### src/rtl/vend_ctrl_multi.sv
// rtl/vend_ctrl_multi.sv - multi-product vending controller with credit, refund and greedy change payout
module vend_ctrl_multi #(
    parameter int                        NUM_PROD    = 4,
    parameter int                        AMT_W       = 8,
    parameter logic [NUM_PROD*AMT_W-1:0] PRICE_LIST  = {8'd25, 8'd20, 8'd15, 8'd10},
    parameter int                        STOCK_W     = 4,
    parameter int                        INIT_STOCK  = 4,
    parameter int                        TIMEOUT_CYC = 1000,
    localparam int                       ID_W        = (NUM_PROD > 1) ? $clog2(NUM_PROD) : 1
) (
    input  logic                clk,
    input  logic                rst,
    input  logic                coin1_i,
    input  logic                coin5_i,
    input  logic                coin10_i,
    input  logic                sel_valid_i,
    input  logic [ID_W-1:0]     sel_id_i,
    input  logic                cancel_i,
    input  logic                restock_vld_i,
    input  logic [ID_W-1:0]     restock_id_i,
    input  logic [STOCK_W-1:0]  restock_qty_i,
    output logic                dispense_o,
    output logic [ID_W-1:0]     dispense_id_o,
    output logic                chg1_o,
    output logic                chg5_o,
    output logic                chg10_o,
    output logic                coin_reject_o,
    output logic                sel_err_o,
    output logic [AMT_W-1:0]    credit_o,
    output logic [NUM_PROD-1:0] sold_out_o,
    output logic                busy_o
);

    localparam int TMR_W = $clog2(TIMEOUT_CYC + 1);
    localparam logic [AMT_W-1:0]   AMT_MAX   = {AMT_W{1'b1}};
    localparam logic [STOCK_W-1:0] STOCK_MAX = {STOCK_W{1'b1}};
    localparam logic [STOCK_W-1:0] STOCK_INI = STOCK_W'(INIT_STOCK);

    typedef enum logic [1:0] {
        S_IDLE    = 2'd0,
        S_COLLECT = 2'd1,
        S_VEND    = 2'd2,
        S_CHANGE  = 2'd3
    } state_t;

    state_t               state_q, state_d;
    logic [AMT_W-1:0]     credit_q, credit_d;
    logic [AMT_W-1:0]     price_q, price_d;
    logic [ID_W-1:0]      id_q, id_d;
    logic [TMR_W-1:0]     timer_q, timer_d;
    logic [AMT_W-1:0]     change_q, change_d;
    logic [STOCK_W-1:0]   stock_q [NUM_PROD];
    logic [STOCK_W-1:0]   stock_d [NUM_PROD];
    logic [NUM_PROD-1:0]  sold_out_q, sold_out_d;
    logic                 dispense_q, dispense_d;
    logic [ID_W-1:0]      dispense_id_q, dispense_id_d;
    logic                 chg1_q, chg1_d;
    logic                 chg5_q, chg5_d;
    logic                 chg10_q, chg10_d;
    logic                 reject_q, reject_d;
    logic                 sel_err_q, sel_err_d;
    logic                 busy_q, busy_d;

    // Largest coin not exceeding the amount still owed
    function automatic logic [AMT_W-1:0] coin_of(input logic [AMT_W-1:0] amt);
        if (amt >= AMT_W'(10))     return AMT_W'(10);
        else if (amt >= AMT_W'(5)) return AMT_W'(5);
        else if (amt != '0)        return AMT_W'(1);
        else                       return '0;
    endfunction

    logic                 coin_any;
    logic [AMT_W:0]       coin_sum;
    logic [AMT_W:0]       credit_sum;
    logic [AMT_W-1:0]     nc;
    logic                 sel_ok_id;
    logic [AMT_W-1:0]     payout;
    logic [AMT_W-1:0]     pay_coin;
    logic                 pay_load;

    // Coin value this cycle and saturated credit candidate
    always_comb begin
        coin_any   = coin1_i | coin5_i | coin10_i;
        coin_sum   = (AMT_W+1)'(coin1_i) + (AMT_W+1)'(coin5_i) * (AMT_W+1)'(5)
                   + (AMT_W+1)'(coin10_i) * (AMT_W+1)'(10);
        credit_sum = {1'b0, credit_q} + coin_sum;
        nc         = (credit_sum > {1'b0, AMT_MAX}) ? AMT_MAX : credit_sum[AMT_W-1:0];
        sel_ok_id  = ({1'b0, sel_id_i} < (ID_W+1)'(NUM_PROD));
    end

    // Next-state and registered-output decode for the transaction FSM
    always_comb begin
        state_d       = state_q;
        credit_d      = credit_q;
        price_d       = price_q;
        id_d          = id_q;
        timer_d       = timer_q;
        change_d      = change_q;
        dispense_d    = 1'b0;
        dispense_id_d = dispense_id_q;
        sel_err_d     = 1'b0;
        reject_d      = (state_q != S_COLLECT) && coin_any;
        payout        = '0;
        pay_load      = 1'b0;

        case (state_q)
            S_IDLE: begin
                credit_d = '0;
                if (sel_valid_i) begin
                    if (sel_ok_id && (stock_q[sel_id_i] != '0)) begin
                        price_d = PRICE_LIST[sel_id_i*AMT_W +: AMT_W];
                        id_d    = sel_id_i;
                        timer_d = '0;
                        state_d = S_COLLECT;
                    end else begin
                        sel_err_d = 1'b1;
                    end
                end
            end
            S_COLLECT: begin
                credit_d = nc;
                timer_d  = coin_any ? '0 : timer_q + TMR_W'(1);
                if (cancel_i || (timer_q == TMR_W'(TIMEOUT_CYC - 1))) begin
                    // Coins arriving with the cancel are credited, then refunded
                    credit_d = '0;
                    if (nc == '0) begin
                        state_d = S_IDLE;
                    end else begin
                        payout   = nc;
                        pay_load = 1'b1;
                        state_d  = S_CHANGE;
                    end
                end else if (nc >= price_q) begin
                    dispense_d    = 1'b1;
                    dispense_id_d = id_q;
                    state_d       = S_VEND;
                end
            end
            S_VEND: begin
                credit_d = '0;
                if (credit_q != price_q) begin
                    payout   = credit_q - price_q;
                    pay_load = 1'b1;
                    state_d  = S_CHANGE;
                end else begin
                    state_d = S_IDLE;
                end
            end
            S_CHANGE: begin
                // change_q is what remains after the coin currently on the outputs
                if (change_q == '0) begin
                    state_d = S_IDLE;
                end else begin
                    payout   = change_q;
                    pay_load = 1'b1;
                end
            end
            default: state_d = S_IDLE;
        endcase

        pay_coin = coin_of(payout);
        if (pay_load) begin
            change_d = payout - pay_coin;
        end
        chg10_d = pay_load && (pay_coin == AMT_W'(10));
        chg5_d  = pay_load && (pay_coin == AMT_W'(5));
        chg1_d  = pay_load && (pay_coin == AMT_W'(1));
        busy_d  = (state_d != S_IDLE);
    end

    // Stock bookkeeping: vend decrement and saturating restock may hit the same slot
    always_comb begin
        for (int i = 0; i < NUM_PROD; i++) begin
            logic [STOCK_W:0] tmp;
            tmp = {1'b0, stock_q[i]};
            if ((state_q == S_VEND) && (id_q == ID_W'(i))) begin
                tmp = tmp - (STOCK_W+1)'(1);
            end
            if (restock_vld_i && (restock_id_i == ID_W'(i))) begin
                tmp = tmp + {1'b0, restock_qty_i};
            end
            stock_d[i]    = (tmp > {1'b0, STOCK_MAX}) ? STOCK_MAX : tmp[STOCK_W-1:0];
            sold_out_d[i] = (stock_d[i] == '0);
        end
    end

    // State and output registers
    always_ff @(posedge clk) begin
        if (rst) begin
            state_q       <= S_IDLE;
            credit_q      <= '0;
            price_q       <= '0;
            id_q          <= '0;
            timer_q       <= '0;
            change_q      <= '0;
            sold_out_q    <= {NUM_PROD{(STOCK_INI == '0)}};
            dispense_q    <= 1'b0;
            dispense_id_q <= '0;
            chg1_q        <= 1'b0;
            chg5_q        <= 1'b0;
            chg10_q       <= 1'b0;
            reject_q      <= 1'b0;
            sel_err_q     <= 1'b0;
            busy_q        <= 1'b0;
            for (int i = 0; i < NUM_PROD; i++) begin
                stock_q[i] <= STOCK_INI;
            end
        end else begin
            state_q       <= state_d;
            credit_q      <= credit_d;
            price_q       <= price_d;
            id_q          <= id_d;
            timer_q       <= timer_d;
            change_q      <= change_d;
            sold_out_q    <= sold_out_d;
            dispense_q    <= dispense_d;
            dispense_id_q <= dispense_id_d;
            chg1_q        <= chg1_d;
            chg5_q        <= chg5_d;
            chg10_q       <= chg10_d;
            reject_q      <= reject_d;
            sel_err_q     <= sel_err_d;
            busy_q        <= busy_d;
            for (int i = 0; i < NUM_PROD; i++) begin
                stock_q[i] <= stock_d[i];
            end
        end
    end

    assign dispense_o    = dispense_q;
    assign dispense_id_o = dispense_id_q;
    assign chg1_o        = chg1_q;
    assign chg5_o        = chg5_q;
    assign chg10_o       = chg10_q;
    assign coin_reject_o = reject_q;
    assign sel_err_o     = sel_err_q;
    assign credit_o      = credit_q;
    assign sold_out_o    = sold_out_q;
    assign busy_o        = busy_q;

endmodule

### config.mk
export PLATFORM = sky130hd
export DESIGN_NAME = vend_ctrl_multi
export DESIGN_NICKNAME = d
export VERILOG_FILES = /design/src/rtl/vend_ctrl_multi.sv
export SDC_FILE = /design/constraint.sdc
export NUM_CORES = 1
export LEC_CHECK = 0
export BUFFER_PORTS_ARGS = -buffer_cell sky130_fd_sc_hd__buf_4
export CAP_MARGIN = 20
export CORE_MARGIN = 2
export CORE_UTILIZATION = 46
export CTS_CLUSTER_SIZE = 16
export DETAILED_ROUTE_END_ITERATION = 16
export SLEW_MARGIN = 10
export SYNTH_ARGS = -nofsm -noshare
export SYNTH_HDL_FRONTEND = slang
export SYNTH_SLANG_ARGS = --single-unit
### constraint.sdc
create_clock -name clk -period 7.6 [get_ports clk]
set_clock_uncertainty 0.2 [all_clocks]
set_input_delay 1.14 -clock clk [delete_from_list [all_inputs] [get_ports clk]]
set_output_delay 1.14 -clock clk [all_outputs]
set_load 0.01 [all_outputs]
==> results of run 1 <==
[layer usage]
layer	share of wire (%)	global-route usage (%)
met4	1.7	6.86
met1	49	33.2
met3	5.1	4.49
met2	44	35.2
met5	0	0
[final cells by class]
type	instances	share of cell area (%)
Multi-Input combinational cell	453	62.0
Sequential cell	62	23.7
Timing Repair Buffer	36	5.17
Tap cell	133	3.18
Clock buffer	12	2.58
Inverter	34	2.44
Clock inverter	4	0.910
[worst min path at each step]
stage,start,endpoint,slack [ns],cells past startpoint
3_3_place_gp,timer_q[1],timer_q[1],0.26,2
6_report,timer_q[1],timer_q[1],0.28,2
3_5_place_dp,timer_q[1],timer_q[1],0.27,2
4_1_cts,timer_q[1],timer_q[1],0.28,2
2_1_floorplan,timer_q[1],timer_q[1],0.24,2
5_1_grt,timer_q[1],timer_q[1],0.32,2
[power by group]
part           total, mW  switching [mW]  internal (mW)  leakage [nW]
sequential         0.409          0.0434          0.366         0.504
combinational      0.557           0.319          0.238          1.66
clock              0.282           0.132          0.151        0.0904
total               1.25           0.494          0.755          2.25
[critical path: stages]
cell      delay, ns
buf_4          0.12
ha_1           0.29
ha_1           0.20
inv_1          0.06
fa_1           0.41
nand2b_1       0.21
a221oi_2       0.37
nand4_1        0.17
a32oi_1        0.23
a21boi_1       0.40
and2_4         0.26
nand2_1        0.08
a31oi_1        0.19
ha_1           0.23
inv_1          0.06
ha_1           0.19
a21oi_1        0.19
o31ai_1        0.10
nand3_1        0.09
o221ai_1       0.17
or4_1          0.51
o311ai_1       0.09
[registers in the layout, summed over array words and instances (netlist names), 2 cells and up]
register / flops
sold_out_o: 4
state_q: 2
stock_q: 16
dispense_id_o: 2
price_q: 5
credit_o: 8
timer_q: 10
change_q: 8
[metrics by stage]
step	cell area, sq um	utilization [%]	std cells	power [mW]	hold slack (ns)
floorplan	4690	-	567	0.831	0.244
global placement	5040	51.4	718	0.956	0.257
detailed placement	5040	51.4	718	0.961	0.268
CTS	5230	53.2	734	1.25	0.278
global route	5230	53.2	734	1.34	0.319
finish	5230	53.2	734	1.25	0.282
[logic make-up after synthesis]
family,count (synthesis),synth area share (%)
compound gates,149,21.4
xor+xnor,29,5.41
fa+ha+maj,50,14.4
buf+inv,52,4.56
flops,62,26.4
mux,22,5.01
simple gates,203,22.7
[placed cells by master, fill, tap and decap left out, types with 14 or more instances in the layout]
master | Yosys | layout
xnor2_1 | 18 | 18
o21ai_0 | 21 | 21
nand2_1 | 43 | 43
nor2_1 | 55 | 55
inv_1 | 34 | 34
nand3_1 | 14 | 14
a21oi_1 | 52 | 52
buf_4 | 0 | 36
ha_1 | 43 | 43
dfxtp_1 | 62 | 62
mux2i_1 | 19 | 19
==> summary.md, run 1 <==
| Metric | Value |
|---|---|
| Final Setup Violations | `0` |
| Fill cells | `1,001` |
| Die X | `105 microns` |
| Congestion Overflow GR | `0` |
| Pins Over Slew Limit | `0` |
| Routed len/inst | `16.8 microns` |
| Synth cell types | `75` |
| Number of global-route vias before repair | `4,026` |
| Hold Path Class | `reg2reg` |
| Setup Fix Bufs, Post-CTS | `0` |
| Pleak | `2.25 nW` |
| CTS sink count | `62` |
| Share of cells above drive strength 1 | `11.0%` |
| Initial antenna violation count | `0` |
| Area growth syn-to-layout | `11.4%` |
| Worst setup path class | `in2reg` |
| Ys async rst share | `0%` |
| Worst setup startpoint | `coin10_i` |
| Yosys warns | `0` |
| Fin nets | `662` |
| Synthesized flop and latch total | `62` |
| First-pass GRT wire length | `20,300 microns` |
| Launching point of the worst reg2reg path | `credit_o[1]` |
| CTS hold repair buffers | `0` |
| Cell taking the most area after synthesis | `dfxtp_1` |
| R2r setup slk | `2.35 ns` |
| Total CTS buffers | `9` |
| Largest cells by area after synthesis | `dfxtp_1 26%, ha_1 11%, a21oi_1 5.5%, nor2_1 4.4%, mux2i_1 4.1%` |
| Number of H-tree levels | `3` |
| First-pass iteration count of the detailed router | `5` |
| Core area | `9820 sq um` |
| Final setup margin | `1.88 ns` |
| Most common cell in the netlist | `dfxtp_1` |
| Multi-input logic area | `3240 sq um` |
| Min Tclk post-route | `5.72 ns` |
| Reg2Reg Depth | `21` |
| Nature of the critical path startpoint | `primary input` |
| Worst EP arrival | `5.78 ns` |
| RSZ-0062 raised after global routing | `no` |
| Worst-path clk slew | `0.07 ns` |
| CTS max path bufs | `2` |
| Row cnt | `36` |
| DP Wirelength | `9510 microns` |
| Largest net degree at the start of global routing | `51` |
| Period utilization | `75.3%` |
| CP Capture Point | `change_q[6]` |
| Die height | `105 microns` |
| Post-synth EDFFs | `0` |
| Gate Count Post-Synth | `567` |
| Reg area | `1240 sq um` |
| I/O Pins | `37` |
| Power Dens Cells | `239 nW/um^2` |
| Die area | `11,000 sq um` |
| Slew @ Worst Pin | `0.924 ns` |
| Via density per instance | `5.85` |
| Initial DRC count | `274` |
| Max Cap Viol | `0` |
| Synth Cell Area | `4690 sq um` |
| Top cell type's share of synthesized area | `26.4%` |
| DRT Wirelength | `12,300 microns` |
| Port bufs | `36` |
| Crit-path max FO | `6` |
| Final Hold Viols | `0` |
| Via count | `4,294` |
| Ant. Diodes | `0` |
| Setup TNS | `0 ns` |
| Ys flop type | `dfxtp_1` |
| CP required | `7.66 ns` |
| Root Driver | `clkbuf_8` |
| Antenna-violating nets left | `0` |
| Synth cell count leaders | `62 x dfxtp_1, 55 x nor2_1, 52 x a21oi_1` |
| DR DRC count | `0` |
| DP Worst Slack | `1.56 ns` |
| Initial core utilization | `47.8%` |
| Peak VDD IR | `0.110 mV` |
| Outcome | `finished clean` |
| Sequential area share after synthesis | `26.4%` |
| Gpl congestion | `0.930` |
| Mean area per synthesized cell | `8.28 sq um` |
| Post-cts resize count | `0` |
| Clk_lat worst skew | `0.35 ns` |
| Worst r2r dst | `change_q[6]` |
| Post-synthesis net count | `633` |
| Critical path endpoint category | `flip-flop` |
| Slew Limit Headroom | `38.3%` |
| CTS tree | `built` |
| Total global-route track usage | `23.2%` |
| Fmax | `0.175 GHz` |
Note: power is estimated with default switching activity, not from simulation.
==> inputs of run 2 (changes only) <==
Settings changed: ABC_AREA from default to 1, PLACE_DENSITY from default to 0.66.
Clock period 7.6 ns to 5.1 ns, I/O delays scaled along.
==> summary.md, run 2 <==
| Metric | Value |
|---|---|
| Outcome | `finished clean` |
| CTS max path bufs | `2` |
| Root Driver | `clkbuf_8` |
| Worst-path clk slew | `0.07 ns` |
| Number of H-tree levels | `3` |
| Slew Limit Headroom | `50.1%` |
| DR DRC count | `0` |
| Hold-critical path endpoint | `price_q[1]` |
| RSZ-0062 raised after global routing | `no` |
| Reg2Reg Depth | `26` |
| Final Setup Violations | `0` |
| Max FFs per register | `16` |
| Initial core utilization | `47.1%` |
| Hold Path Class | `reg2reg` |
| Post-synthesis net count | `772` |
| Area growth syn-to-layout | `12.9%` |
| DP Worst Slack | `0.777 ns` |
| Power Dens Cells | `403 nW/um^2` |
| Total global-route track usage | `21.0%` |
| Initial DRC count | `236` |
| Nature of the critical path startpoint | `primary input` |
| Setup Fix Bufs, Post-CTS | `0` |
| Largest Register | `stock_q` |
| Launching point of the worst reg2reg path | `credit_o[1]` |
| Fmax | `0.251 GHz` |
| Initial antenna violation count | `0` |
| Top cell type's share of synthesized area | `25.8%` |
| Final setup margin | `1.12 ns` |
| Most frequent cells in the layout | `144 x nand2_1, 112 x inv_1, 78 x nor2_1` |
| Final core area utilization | `53.1%` |
| Worst setup startpoint | `coin10_i` |
| Yosys warns | `0` |
| Synth Cell Area | `4820 sq um` |
| R2r setup slk | `1.27 ns` |
| Non-Filler Instances | `884` |
| Ant. Diodes | `0` |
| Total CTS buffers | `9` |
| Hold WS | `0.276 ns` |
| CTS hold repair buffers | `0` |
| Sequential area share after synthesis | `25.8%` |
| Ys async rst share | `0%` |
| Gate Count Post-Synth | `706` |
| Final Hold Viols | `0` |
| DRT Wirelength | `11,200 microns` |
| Max Cap Viol | `0` |
| Worst setup path class | `in2reg` |
| Clk_lat worst skew | `0.35 ns` |
| Ys flop type | `dfxtp_1` |
| Die X | `106 microns` |
| Share of cells above drive strength 1 | `13.4%` |
| Hold path startpoint | `price_q[1]` |
| CTS tree | `built` |
| Pins Over Slew Limit | `0` |
| Number of global-route vias before repair | `4,175` |
| Period utilization | `78.1%` |
| Worst r2r dst | `change_q[5]` |
| Reg area | `1240 sq um` |
| DP Area | `5210 sq um` |
| Fill cells | `994` |
| Fin nets | `810` |
| Largest cells by area after synthesis | `dfxtp_1 26%, nand2_1 11%, ha_1 11%, inv_1 8.7%, nor2_1 6.1%` |
| Mean area per synthesized cell | `6.82 sq um` |
| Congestion Overflow GR | `0` |
| Synth cell types | `44` |
| Synthesized flop and latch total | `62` |
| Antenna-violating nets left | `0` |
| Multi-input logic area | `3080 sq um` |
| Die height | `106 microns` |
| CTS sink count | `62` |
| Gpl congestion | `0.877` |
| Most common cell in the netlist | `nand2_1` |
| I/O Pins | `37` |
| Setup TNS | `0 ns` |
| Biggest regs | `stock_q (16), timer_q (10)` |
| Port bufs | `36` |
| Largest net degree at the start of global routing | `37` |
| First-pass iteration count of the detailed router | `5` |
| Critical path endpoint category | `flip-flop` |
| Pleak | `2.66 nW` |
| Worst EP arrival | `4.02 ns` |
| Post-cts resize count | `0` |
| Worst hold path depth | `2` |
| Die area | `11,300 sq um` |
| Post-Layout Inst Area | `5440 sq um` |
| CP required | `5.14 ns` |
| Via density per instance | `5.06` |
| Core area | `10,200 sq um` |
| Commonest non-fill, non-tap cell in the layout | `nand2_1` |
| First-pass GRT wire length | `19,200 microns` |
| Post-synth EDFFs | `0` |
| Via count | `4,472` |
| Total Power Consumption | `2.19 mW` |
| Min Tclk post-route | `3.98 ns` |
| Row cnt | `37` |
| Routed len/inst | `12.6 microns` |
| Post-Place Cells | `869` |
| Crit-path max FO | `5` |
| Cell taking the most area after synthesis | `dfxtp_1` |
| DP Wirelength | `8730 microns` |
| Synth cell count leaders | `144 x nand2_1, 112 x inv_1, 78 x nor2_1` |
| Peak VDD IR | `0.223 mV` |
| Slew @ Worst Pin | `0.743 ns` |
==> run 2: cell count changes in the layout (fill, tap and decap cells not counted), moves of 12 or more <==
cell	before	now
nand2_2	0	21
xnor2_1	18	5
nor2_1	55	78
mux2i_1	19	1
a31oi_1	12	0
inv_1	34	112
nor3_1	12	25
nand2_1	43	144
nand3_1	14	39
==> run 2: area by class of cell <==
class                           instances  area share, %
Multi-Input combinational cell        515           56.6
Sequential cell                        62           22.8
Inverter                              120           8.38
Timing Repair Buffer                   36           4.97
Tap cell                              136           3.13
Clock buffer                           10           2.53
Clock inverter                          5           1.54
==> run 2: worst max-delay path by stage <==
| stage | slack, ns | to | cells past startpoint |
|---|---|---|---|
| 6_report | 1.12 | change_q[4] | 25 |
| 5_1_grt | 0.72 | change_q[4] | 25 |
| 4_1_cts | 1.13 | change_q[4] | 25 |
| 3_5_place_dp | 0.78 | change_q[4] | 25 |
| 2_1_floorplan | 1.25 | change_q[5] | 26 |
| 3_3_place_gp | 0.83 | change_q[4] | 25 |
==> run 2: worst max-delay path, cell delays in order <==
cell	delay, ns
buf_4	0.12
ha_1	0.29
ha_1	0.37
nand2_1	0.12
nand3_2	0.11
nand2_2	0.09
nand2_4	0.08
nor2_1	0.14
inv_1	0.11
a221oi_1	0.36
nand2_1	0.13
nor3_1	0.23
nor2_1	0.08
ha_1	0.20
inv_1	0.06
ha_1	0.12
inv_1	0.04
nand2_1	0.12
nand2_1	0.07
nand3_1	0.06
nand2_1	0.07
nand2_1	0.06
nand2_1	0.05
o21ai_1	0.13
inv_1	0.05
==> run 2: kinds of logic (layout without fill, tap and decap cells) <==
kind of cell	count (synthesis)	after routing	synth area share [%]
AO/OA/AOI/OAI	99	99	11.9
XOR/XNOR	27	27	4.91
adder cells (fa/ha/maj)	50	50	14.1
buffers and inverters	129	171	10.3
flip-flops	62	62	25.8
multiplexers	1	1	0.208
AND/OR/NAND/NOR	338	338	32.8
==> run 2: metal layers <==
layer | part of all wire [%] | vias up | global-route usage [%] | routed length, microns
met2 | 45 | 91 | 34.6 | 4990
met3 | 4.3 | 13 | 3.68 | 483
met4 | 1.3 | 0 | 5.45 | 146
li1 | - | 2350 | - | -
met5 | 0 | - | 0 | 0
met1 | 50 | 2018 | 28.3 | 5560
==> run 2: power breakdown <==
part           switching [mW]  internal [mW]  total (mW)
combinational           0.676          0.396        1.07
clock                   0.202          0.286       0.488
sequential             0.0630          0.570       0.632
total                   0.941           1.25        2.19
==> inputs of run 3 (changes only) <==
Settings changed: PLACE_DENSITY 0.66 to default.
Clock period 5.1 ns to 4.1 ns, I/O delays scaled along.
==> summary.md, run 3 (synthesized netlist as in run 2, its figures left out) <==
| Metric | Value |
|---|---|
| Post-Place Cells | `875` |
| Worst setup path class | `in2reg` |
| Largest Register | `stock_q` |
| Routed len/inst | `12.9 microns` |
| Clk_lat worst skew | `0.35 ns` |
| Critical path endpoint category | `flip-flop` |
| Area growth syn-to-layout | `13.7%` |
| Total CTS buffers | `9` |
| Max FFs per register | `16` |
| CTS sink count | `62` |
| Launching point of the worst reg2reg path | `credit_o[1]` |
| Fmax | `0.270 GHz` |
| DR DRC count | `0` |
| Ant. Diodes | `0` |
| Die X | `106 microns` |
| RSZ-0062 raised after global routing | `no` |
| Worst-path clk slew | `0.07 ns` |
| Crit-path max FO | `7` |
| First-pass iteration count of the detailed router | `5` |
| Gpl congestion | `0.895` |
| Max incr delay on CP | `0.40 ns` |
| Period utilization | `90.2%` |
| Hold path startpoint | `price_q[1]` |
| Most frequent cells in the layout | `144 x nand2_1, 112 x inv_1, 78 x nor2_1` |
| CTS tree | `built` |
| Nature of the critical path startpoint | `primary input` |
| Biggest regs | `stock_q (16), timer_q (10)` |
| Non-Filler Instances | `891` |
| Slew @ Worst Pin | `0.700 ns` |
| Port bufs | `36` |
| Final Hold Viols | `0` |
| Initial core utilization | `47.1%` |
| Via count | `4,511` |
| Initial antenna violation count | `0` |
| First-pass GRT wire length | `19,700 microns` |
| Core area | `10,200 sq um` |
| Final Setup Violations | `0` |
| Worst EP arrival | `3.74 ns` |
| Root Driver | `clkbuf_8` |
| DP Wirelength | `9180 microns` |
| Congestion Overflow GR | `0` |
| CP required | `4.15 ns` |
| Most frequent CP cell | `nand2_1` |
| Max Cap Viol | `0` |
| Worst setup startpoint | `coin10_i` |
| Slew Limit Headroom | `53.0%` |
| Antenna-violating nets left | `0` |
| Row cnt | `37` |
| Share of cells above drive strength 1 | `14.4%` |
| Fin nets | `816` |
| Die area | `11,300 sq um` |
| Hold Path Class | `reg2reg` |
| Commonest non-fill, non-tap cell in the layout | `nand2_1` |
| Initial DRC count | `154` |
| I/O Pins | `37` |
| Final core area utilization | `53.5%` |
| Slowest-stage cell, CP | `fa_1` |
| CP top delay family | `simple AND/OR/NAND/NOR gates` |
| DRT Wirelength | `11,500 microns` |
| Via density per instance | `5.06` |
| Number of global-route vias before repair | `4,355` |
| Outcome | `finished clean` |
| Peak VDD IR | `0.219 mV` |
| CP bufs+invs | `6` |
| CTS hold repair buffers | `0` |
| Pleak | `2.69 nW` |
| Pins Over Slew Limit | `0` |
| R2r setup slk | `0.41 ns` |
| Fill cells | `1,052` |
| Setup TNS | `0 ns` |
| Min Tclk post-route | `3.70 ns` |
| Die height | `106 microns` |
| Number of H-tree levels | `3` |
| Total global-route track usage | `21.7%` |
| CTS max path bufs | `2` |
| Largest net degree at the start of global routing | `37` |
| Power Dens Cells | `498 nW/um^2` |
run 3: layer usage:
metal  wire (microns)  up-vias  part of all wire [%]  GRT usage [%]
met4              127        0                   1.1           6.30
met5                0        -                     0              0
met2             5240       88                    46           36.1
met1             5550     2034                    48           28.1
met3              556       13                   4.8           4.60
li1                 -     2376                     -              -
run 3: worst register-to-register path, delay by kind of cell, from the launching register on:
family	cells	cell delay, ns
and+or+nand+nor	16	1.42
adders and majority gates	4	1.18
DFF	1	0.37
buffers and inverters	5	0.34
AOI/OAI and AO/OA	1	0.09
run 3: final timing paths:
| check | depth (start not counted) | to |
|---|---|---|
| setup reg to reg | 26 | change_q[7] |
| hold reg to reg | 2 | price_q[1] |
| setup / recovery | 27 | change_q[7] |
| hold / removal | 2 | price_q[1] |
run 3: per-stage QoR:
stage | cell area, sq um | power, mW | hold WS, ns | setup WS (ns)
after global routing | 5480 | 2.99 | 0.312 | 0.0432
after CTS | 5470 | 2.75 | 0.278 | 0.361
after floorplan | 4820 | 1.82 | 0.245 | 0.401
after global placement | 5260 | 2.13 | 0.260 | 0.123
after detailed placement | 5260 | 2.16 | 0.268 | 0.0488
final | 5480 | 2.73 | 0.275 | 0.403
run 3: report_power, final:
part | switching [mW] | total (mW) | internal [mW] | leakage (nW)
clock network | 0.275 | 0.575 | 0.300 | 0.0987
logic | 0.849 | 1.37 | 0.516 | 2.08
registers | 0.0769 | 0.785 | 0.708 | 0.506
run 3: timing repair:
action / CTS / global route
gates resized for setup: 0 / 2
setup endpoints to repair: 0 / 4
setup buffers: 0 / 0
run 3: area by class of cell:
type,count,area (sq um),share of cell area [%]
clock buffers,10,138,2.51
well taps,136,170,3.11
repair buffers,42,315,5.76
inverters,120,455,8.32
flip-flops and latches,62,1240,22.7
clock inverters,6,71.3,1.30
multi-input cells,515,3080,56.3
